==> src/rtl/pipelined_control_unit_if.sv <==
// pipelined_control_unit_if: D-stage decode inputs and staged E/M/W control outputs
interface pipelined_control_unit_if #(
    parameter int ALU_CTRL_W = 4,
    parameter int IMM_SRC_W  = 3
);
    logic [6:0]            op;
    logic [2:0]            funct3;
    logic                  funct7b5;
    logic                  valid_d;
    logic                  stall_e;
    logic                  flush_e;
    logic [IMM_SRC_W-1:0]  imm_src_d;
    logic                  illegal_d;
    logic [ALU_CTRL_W-1:0] alu_ctrl_e;
    logic                  alu_src_e;
    logic                  alu_a_pc_e;
    logic                  branch_e;
    logic [2:0]            br_funct3_e;
    logic                  jump_e;
    logic                  jalr_e;
    logic                  illegal_e;
    logic                  reg_write_e;
    logic                  result_src_e0;
    logic                  mem_write_m;
    logic [2:0]            mem_size_m;
    logic                  reg_write_m;
    logic                  reg_write_w;
    logic [1:0]            result_src_w;
    modport master (
        output op, funct3, funct7b5, valid_d, stall_e, flush_e,
        input  imm_src_d, illegal_d, alu_ctrl_e, alu_src_e, alu_a_pc_e, branch_e, br_funct3_e,
               jump_e, jalr_e, illegal_e, reg_write_e, result_src_e0, mem_write_m, mem_size_m,
               reg_write_m, reg_write_w, result_src_w
    );
    modport slave (
        input  op, funct3, funct7b5, valid_d, stall_e, flush_e,
        output imm_src_d, illegal_d, alu_ctrl_e, alu_src_e, alu_a_pc_e, branch_e, br_funct3_e,
               jump_e, jalr_e, illegal_e, reg_write_e, result_src_e0, mem_write_m, mem_size_m,
               reg_write_m, reg_write_w, result_src_w
    );
endinterface

==> src/rtl/pipelined_control_unit.sv <==
// pipelined_control_unit: RV32I decode in D, control carried through E/M/W with stall/flush
module pipelined_control_unit #(
    parameter int ALU_CTRL_W = 4,
    parameter int IMM_SRC_W  = 3,
    parameter bit EN_UPPER   = 1'b1,
    parameter bit EN_JALR    = 1'b1
) (
    input logic clk,
    input logic rst_n,
    pipelined_control_unit_if.slave bus
);
    typedef logic [ALU_CTRL_W-1:0] alu_t;
    localparam alu_t ALU_ADD = alu_t'(0),  ALU_SUB  = alu_t'(1), ALU_AND = alu_t'(2);
    localparam alu_t ALU_OR  = alu_t'(3),  ALU_XOR  = alu_t'(4), ALU_SLT = alu_t'(5);
    localparam alu_t ALU_SLTU = alu_t'(6), ALU_SLL  = alu_t'(7), ALU_SRL = alu_t'(8);
    localparam alu_t ALU_SRA = alu_t'(9),  ALU_PASSB = alu_t'(10);
    typedef struct packed {
        logic       reg_write;
        logic [1:0] result_src;
        logic       mem_write;
        logic       branch;
        logic       jump;
        logic       jalr;
        logic       alu_src;
        logic       alu_a_pc;
        alu_t       alu_ctrl;
        logic [2:0] f3;
        logic       illegal;
    } ctrl_e_t;
    typedef struct packed {
        logic       reg_write;
        logic       mem_write;
        logic [2:0] size;
        logic [1:0] result_src;
    } ctrl_m_t;
    typedef struct packed {
        logic       reg_write;
        logic [1:0] result_src;
    } ctrl_w_t;
    ctrl_e_t dec, e_d, e_q;
    ctrl_m_t m_d, m_q;
    ctrl_w_t w_d, w_q;
    logic [IMM_SRC_W-1:0] imm_src;
    logic known;
    // alt selects the funct7b5 variant (SUB for f3=000, SRA for f3=101)
    function automatic alu_t alu_dec(input logic [2:0] f3, input logic alt);
        case (f3)
            3'b000:  alu_dec = alt ? ALU_SUB : ALU_ADD;
            3'b001:  alu_dec = ALU_SLL;
            3'b010:  alu_dec = ALU_SLT;
            3'b011:  alu_dec = ALU_SLTU;
            3'b100:  alu_dec = ALU_XOR;
            3'b101:  alu_dec = alt ? ALU_SRA : ALU_SRL;
            3'b110:  alu_dec = ALU_OR;
            default: alu_dec = ALU_AND;
        endcase
    endfunction
    always_comb begin
        dec     = '0;
        imm_src = '0;
        known   = 1'b1;
        case (bus.op)
            7'b0000011: begin dec.reg_write = 1'b1; dec.result_src = 2'b01; dec.alu_src = 1'b1; end
            7'b0100011: begin dec.mem_write = 1'b1; dec.alu_src = 1'b1; imm_src = IMM_SRC_W'(1); end
            7'b0110011: begin
                dec.reg_write = 1'b1;
                dec.alu_ctrl  = alu_dec(bus.funct3, bus.funct7b5);
                known = !bus.funct7b5 || bus.funct3 == 3'b000 || bus.funct3 == 3'b101;
            end
            // for non-shift I-ALU ops instr[30] is an immediate bit and is ignored
            7'b0010011: begin
                dec.reg_write = 1'b1;
                dec.alu_src   = 1'b1;
                dec.alu_ctrl  = alu_dec(bus.funct3, bus.funct7b5 && bus.funct3 == 3'b101);
                known = !(bus.funct7b5 && bus.funct3 == 3'b001);
            end
            7'b1100011: begin dec.branch = 1'b1; dec.alu_ctrl = ALU_SUB; imm_src = IMM_SRC_W'(2); end
            7'b1101111: begin
                dec.jump = 1'b1; dec.reg_write = 1'b1; dec.result_src = 2'b10; imm_src = IMM_SRC_W'(3);
            end
            7'b1100111: begin
                dec.jump = 1'b1; dec.jalr = 1'b1; dec.reg_write = 1'b1; dec.result_src = 2'b10;
                dec.alu_src = 1'b1;
                known = EN_JALR && bus.funct3 == 3'b000;
            end
            7'b0110111: begin
                dec.reg_write = 1'b1; dec.alu_src = 1'b1; dec.alu_ctrl = ALU_PASSB;
                imm_src = IMM_SRC_W'(4); known = EN_UPPER;
            end
            7'b0010111: begin
                dec.reg_write = 1'b1; dec.alu_src = 1'b1; dec.alu_a_pc = 1'b1;
                imm_src = IMM_SRC_W'(4); known = EN_UPPER;
            end
            default: known = 1'b0;
        endcase
        dec.f3 = bus.funct3;
        if (!bus.valid_d || !known) begin
            dec     = '0;
            imm_src = '0;
        end
        dec.illegal = bus.valid_d && !known;
    end
    always_comb begin
        e_d = bus.flush_e ? '0 : bus.stall_e ? e_q : dec;
        m_d = bus.stall_e ? '0 : '{reg_write: e_q.reg_write, mem_write: e_q.mem_write,
                                   size: e_q.f3, result_src: e_q.result_src};
        w_d = '{reg_write: m_q.reg_write, result_src: m_q.result_src};
    end
    always_ff @(posedge clk or negedge rst_n) begin
        if (!rst_n) begin
            e_q <= '0;
            m_q <= '0;
            w_q <= '0;
        end else begin
            e_q <= e_d;
            m_q <= m_d;
            w_q <= w_d;
        end
    end
    assign bus.imm_src_d     = imm_src;
    assign bus.illegal_d     = dec.illegal;
    assign bus.alu_ctrl_e    = e_q.alu_ctrl;
    assign bus.alu_src_e     = e_q.alu_src;
    assign bus.alu_a_pc_e    = e_q.alu_a_pc;
    assign bus.branch_e      = e_q.branch;
    assign bus.br_funct3_e   = e_q.f3;
    assign bus.jump_e        = e_q.jump;
    assign bus.jalr_e        = e_q.jalr;
    assign bus.illegal_e     = e_q.illegal;
    assign bus.reg_write_e   = e_q.reg_write;
    assign bus.result_src_e0 = e_q.result_src[0];
    assign bus.mem_write_m   = m_q.mem_write;
    assign bus.mem_size_m    = m_q.size;
    assign bus.reg_write_m   = m_q.reg_write;
    assign bus.reg_write_w   = w_q.reg_write;
    assign bus.result_src_w  = w_q.result_src;
endmodule

==> src/flat_wrapper.sv <==
// flat-port wrapper written by rule: the top's interface ports become plain ports
module pipelined_control_unit_flat 
#(
    parameter int ALU_CTRL_W = 4,
    parameter int IMM_SRC_W  = 3,
    parameter bit EN_UPPER   = 1'b1,
    parameter bit EN_JALR    = 1'b1
)
  (clk, rst_n, bus_op, bus_funct3, bus_funct7b5, bus_valid_d, bus_stall_e, bus_flush_e, bus_imm_src_d, bus_illegal_d, bus_alu_ctrl_e, bus_alu_src_e, bus_alu_a_pc_e, bus_branch_e, bus_br_funct3_e, bus_jump_e, bus_jalr_e, bus_illegal_e, bus_reg_write_e, bus_result_src_e0, bus_mem_write_m, bus_mem_size_m, bus_reg_write_m, bus_reg_write_w, bus_result_src_w);
  pipelined_control_unit_if #(.ALU_CTRL_W(ALU_CTRL_W), .IMM_SRC_W(IMM_SRC_W)) bus_i ();
  input logic clk;
  input logic rst_n;
  input wire logic [$bits(bus_i.op)-1:0] bus_op;
  input wire logic [$bits(bus_i.funct3)-1:0] bus_funct3;
  input wire logic [$bits(bus_i.funct7b5)-1:0] bus_funct7b5;
  input wire logic [$bits(bus_i.valid_d)-1:0] bus_valid_d;
  input wire logic [$bits(bus_i.stall_e)-1:0] bus_stall_e;
  input wire logic [$bits(bus_i.flush_e)-1:0] bus_flush_e;
  output wire logic [$bits(bus_i.imm_src_d)-1:0] bus_imm_src_d;
  output wire logic [$bits(bus_i.illegal_d)-1:0] bus_illegal_d;
  output wire logic [$bits(bus_i.alu_ctrl_e)-1:0] bus_alu_ctrl_e;
  output wire logic [$bits(bus_i.alu_src_e)-1:0] bus_alu_src_e;
  output wire logic [$bits(bus_i.alu_a_pc_e)-1:0] bus_alu_a_pc_e;
  output wire logic [$bits(bus_i.branch_e)-1:0] bus_branch_e;
  output wire logic [$bits(bus_i.br_funct3_e)-1:0] bus_br_funct3_e;
  output wire logic [$bits(bus_i.jump_e)-1:0] bus_jump_e;
  output wire logic [$bits(bus_i.jalr_e)-1:0] bus_jalr_e;
  output wire logic [$bits(bus_i.illegal_e)-1:0] bus_illegal_e;
  output wire logic [$bits(bus_i.reg_write_e)-1:0] bus_reg_write_e;
  output wire logic [$bits(bus_i.result_src_e0)-1:0] bus_result_src_e0;
  output wire logic [$bits(bus_i.mem_write_m)-1:0] bus_mem_write_m;
  output wire logic [$bits(bus_i.mem_size_m)-1:0] bus_mem_size_m;
  output wire logic [$bits(bus_i.reg_write_m)-1:0] bus_reg_write_m;
  output wire logic [$bits(bus_i.reg_write_w)-1:0] bus_reg_write_w;
  output wire logic [$bits(bus_i.result_src_w)-1:0] bus_result_src_w;
  assign bus_i.op = bus_op;
  assign bus_i.funct3 = bus_funct3;
  assign bus_i.funct7b5 = bus_funct7b5;
  assign bus_i.valid_d = bus_valid_d;
  assign bus_i.stall_e = bus_stall_e;
  assign bus_i.flush_e = bus_flush_e;
  assign bus_imm_src_d = bus_i.imm_src_d;
  assign bus_illegal_d = bus_i.illegal_d;
  assign bus_alu_ctrl_e = bus_i.alu_ctrl_e;
  assign bus_alu_src_e = bus_i.alu_src_e;
  assign bus_alu_a_pc_e = bus_i.alu_a_pc_e;
  assign bus_branch_e = bus_i.branch_e;
  assign bus_br_funct3_e = bus_i.br_funct3_e;
  assign bus_jump_e = bus_i.jump_e;
  assign bus_jalr_e = bus_i.jalr_e;
  assign bus_illegal_e = bus_i.illegal_e;
  assign bus_reg_write_e = bus_i.reg_write_e;
  assign bus_result_src_e0 = bus_i.result_src_e0;
  assign bus_mem_write_m = bus_i.mem_write_m;
  assign bus_mem_size_m = bus_i.mem_size_m;
  assign bus_reg_write_m = bus_i.reg_write_m;
  assign bus_reg_write_w = bus_i.reg_write_w;
  assign bus_result_src_w = bus_i.result_src_w;
  pipelined_control_unit #(.ALU_CTRL_W(ALU_CTRL_W), .IMM_SRC_W(IMM_SRC_W), .EN_UPPER(EN_UPPER), .EN_JALR(EN_JALR)) u_core (.clk(clk), .rst_n(rst_n), .bus(bus_i));
endmodule
==> config.mk <==
export PLATFORM = sky130hd
export DESIGN_NAME = pipelined_control_unit_flat
export DESIGN_NICKNAME = d
export VERILOG_FILES = /design/src/rtl/pipelined_control_unit_if.sv /design/src/rtl/pipelined_control_unit.sv /design/src/flat_wrapper.sv
export SDC_FILE = /design/constraint.sdc
export NUM_CORES = 1
export LEC_CHECK = 0
export BUFFER_PORTS_ARGS = -buffer_cell sky130_fd_sc_hd__buf_2
export CAP_MARGIN = 20
export CORE_UTILIZATION = 50
export CTS_CLUSTER_SIZE = 10
export DETAILED_ROUTE_END_ITERATION = 10
export GPL_TIMING_DRIVEN = 0
export PLACE_DENSITY = 0.81
export SYNTH_ARGS = -nofsm -noshare
export SYNTH_HDL_FRONTEND = slang
export SYNTH_SLANG_ARGS = --single-unit
==> constraint.sdc <==
create_clock -name clk -period 1.4 [get_ports clk]
set_input_delay 0.07 -clock clk [delete_from_list [all_inputs] [get_ports clk]]
set_output_delay 0.07 -clock clk [all_outputs]
set_load 0.1 [all_outputs]
==> impl_metrics.tcl <==
set metrics [dict create \
    hold_viol 0 \
    final_cell_mix "38 x buf_2, 26 x dfrtp_1, 14 x o21ai_0" \
    seq_area_sq_um 651 \
    ant_nets 0 \
    synth_nets 153 \
    drive_gt1_frac 0.398 \
    ys_seq_area_frac 0.471 \
    grt_overflow_total 0 \
    critPathBufInv 2 \
    synth_warnings 0 \
    cts.sinks 26 \
    dp_hpwl_um 2090 \
    holdCritStartpoint "bus_funct3[0]" \
    final_common_cell "buf_2" \
    vias 1154 \
    drtIter0Drc 35 \
    max_stage_delay_ps 280 \
    cp_cell_sequence "buf_2 > nor4bb_2 > o21ai_1 > a21o_2 > a21oi_2 > and2_4 > buf_12" \
    synth.avg_cell_area_sq_um 10.1 \
    critPathMaxFanout 6 \
    multi_input_area_sq_um 631 \
    rr_startpoint "u_core.bus.result_src_e0" \
    tns_ps 0 \
    area_growth_pct 27.7 \
    critPathTopFamily "compound AO/OA/AOI/OAI gates" \
    min_to "u_core.bus.br_funct3_e[0]" \
    required_ps 1330 \
    numPortBuffers 40 \
    maxSlewViolCount 0 \
    timing.critical_path.arrival_ps 1280 \
    antenna_found_initial 0 \
    clkTransAtPathRegs_ps 140 \
    leakage_nw 0.886 \
    fin_skew_ps 0.793 \
    die_h_um 54.6 \
    start_util 0.543 \
    yosysUniqueCellTypes 39 \
    period_share 0.966 \
    ys_seq_elements 26 \
    numCtsBuffers 3 \
    cts_tree "done" \
    setup_viol 0 \
    die_x_um 54.6 \
    grt_start_max_net_pins 27 \
    relSlewSlack 0.625 \
    min_path_cells 3 \
    viasPerCell 5.34 \
    clock.fmax_ghz 0.740 \
    grt_first_pass_wirelength_um 4500 \
    synthCells 137 \
    fin_hold_ws_ps 83.9 \
    nets 203 \
    coreArea_sq_um 2540 \
    r2r_slack_ps 680 \
    globalplace.congestion 0.873 \
    worst_pin_slew_ps 563 \
    wirelength_um 2920 \
    max-cap-violations 0 \
    vdd_drop_max_mv 0.707 \
    grtUsageTotal 0.212 \
    drcViolationCount 0 \
    routedWlPerCell_um 13.5 \
    p_per_area_nw_per_um2 839 \
    worstReg2RegEnd "u_core.bus.result_src_e0" \
    clock_latency_ps 310 \
    htree_levels 1 \
    worstRegToRegCells 1 \
    hold_class "in2reg" \
    startpoint_type "input pin" \
    crit_type "in2out" \
    worstSetupEndpointType "output pin" \
    critPathSlowestCell "nor4bb_2" \
    status "finished clean" \
    mappedNetlistArea_sq_um 1380 \
    drtPass1Iterations 4 \
    grt_setup_unrepaired "yes" \
    die-area_sq_um 2980 \
    fp-row-count 18 \
    fin_crit_ps 1350 \
    grt_pass1_vias 997 \
    ioPinCount 43 \
    diodes 0 \
    cts_root_buffer "clkbuf_4" \
    clockBufferDepth 2 \
    nFillCells 213 \
]
-- flip-flops by register name, indices dropped and copies added (netlist names), 2 cells and up --
register,flops
u_core.bus.br_funct3_e,3
u_core.bus.result_src_w,2
u_core.bus.alu_ctrl_e,4
u_core.m_q,2
u_core.bus.mem_size_m,3
-- power by group --
group	total, mW	internal, mW	switching (mW)
Combinational	0.215	0.0732	0.142
Sequential	0.756	0.754	0.00181
Clock	0.509	0.289	0.219
-- cell families (layout without fill, tap and decap cells) --
logic type      count (synthesis)  count (layout)  share of synthesized area
mux                             1               1                    0.00725
xor+xnor                        1               1                    0.00634
flops                          26              26                      0.471
simple gates                   55              55                      0.266
compound gates                 34              34                      0.160
buf+inv                        20              69                     0.0888
-- how the worst max path moves through the flow --
stage | from | to | cells after the start
after floorplan | bus_op[2] | bus_imm_src_d[0] | 3
after global placement | bus_funct3[1] | bus_illegal_d | 7
after detailed placement | bus_funct3[1] | bus_illegal_d | 7
after CTS | bus_op[2] | bus_imm_src_d[0] | 5
after global routing | bus_funct3[2] | bus_illegal_d | 7
final | bus_funct3[2] | bus_illegal_d | 7
-- metal layers --
layer  global-route usage  wire length, um  vias to the layer above
met1                0.274             1200                      523
met4               0.0855               38                        0
li1                     -                -                      566
met3               0.0167              226                        5
met2                0.364             1460                       60
met5                    0                0                        -
-- final cells by class --
class | count | area share
Clock inverter | 1 | 0.0170
Tap cell | 30 | 0.0213
Inverter | 5 | 0.0106
Timing Repair Buffer | 45 | 0.153
Multi-Input combinational cell | 91 | 0.357
Buffer | 15 | 0.0589
Sequential cell | 26 | 0.369
Clock buffer | 3 | 0.0128
-- synth_stat cells --
cell type  number  area, sq um
nor3_4          1         16.3
a211oi_1        1         7.51
buf_2           2         10.0
nor4bb_1        1         10.0
o31ai_1         1         7.51
and4bb_2        1         12.5
a21oi_1         6         30.0
nor4_1          1         6.26
nor3_1          4         20.0
nand4_1         1         6.26
nand3_4         1         17.5
buf_6           1         11.3
o31ai_2         2         25.0
nand3_1         1         5.00
nor2b_1        10         62.6
a22oi_1         1         7.51
nor4_4          1         21.3
a311oi_1        1         8.76
and3_1          1         6.26
o21ai_0        15         75.1
or3_1           1         6.26
buf_4          10         75.1
a21o_2          1         8.76
o21ai_1         1         5.00
dfrtp_1        26          651
nor2_1          8         30.0
and2_1          3         18.8
a22o_1          3         26.3
xor2_1          1         8.76
or2_1           1         6.26
and3b_4         1         12.5
a32o_1          2         20.0
nand2b_1        3         18.8
nand2_1        13         48.8
clkbuf_1        2         7.51
inv_1           5         18.8
nor4b_2         1         15.0
nand4bb_4       1         27.5
mux2i_1         1         10.0
-- stage by stage --
step / cells / instance area [sq um] / power, mW / utilization / setup WS, ps
6_report: 216 / 1760 / 1.48 / 0.693 / 47.9
5_1_grt: 216 / 1760 / 1.53 / 0.693 / -44.6
4_1_cts: 215 / 1750 / 1.48 / 0.686 / 3.31
3_5_place_dp: 207 / 1630 / 0.961 / 0.639 / -266
3_3_place_gp: 207 / 1630 / 0.957 / 0.639 / -238
2_1_floorplan: 137 / 1390 / 0.887 / - / -117
-- timing repair --
action,CTS,global route
hold endpoints to repair,33,0
hold buffers,4,0
pin swaps,0,4
gates resized for setup,9,3
setup endpoints to repair,3,2
gates cloned,0,0
setup buffers,0,1
(Power assumes the default switching activity.)
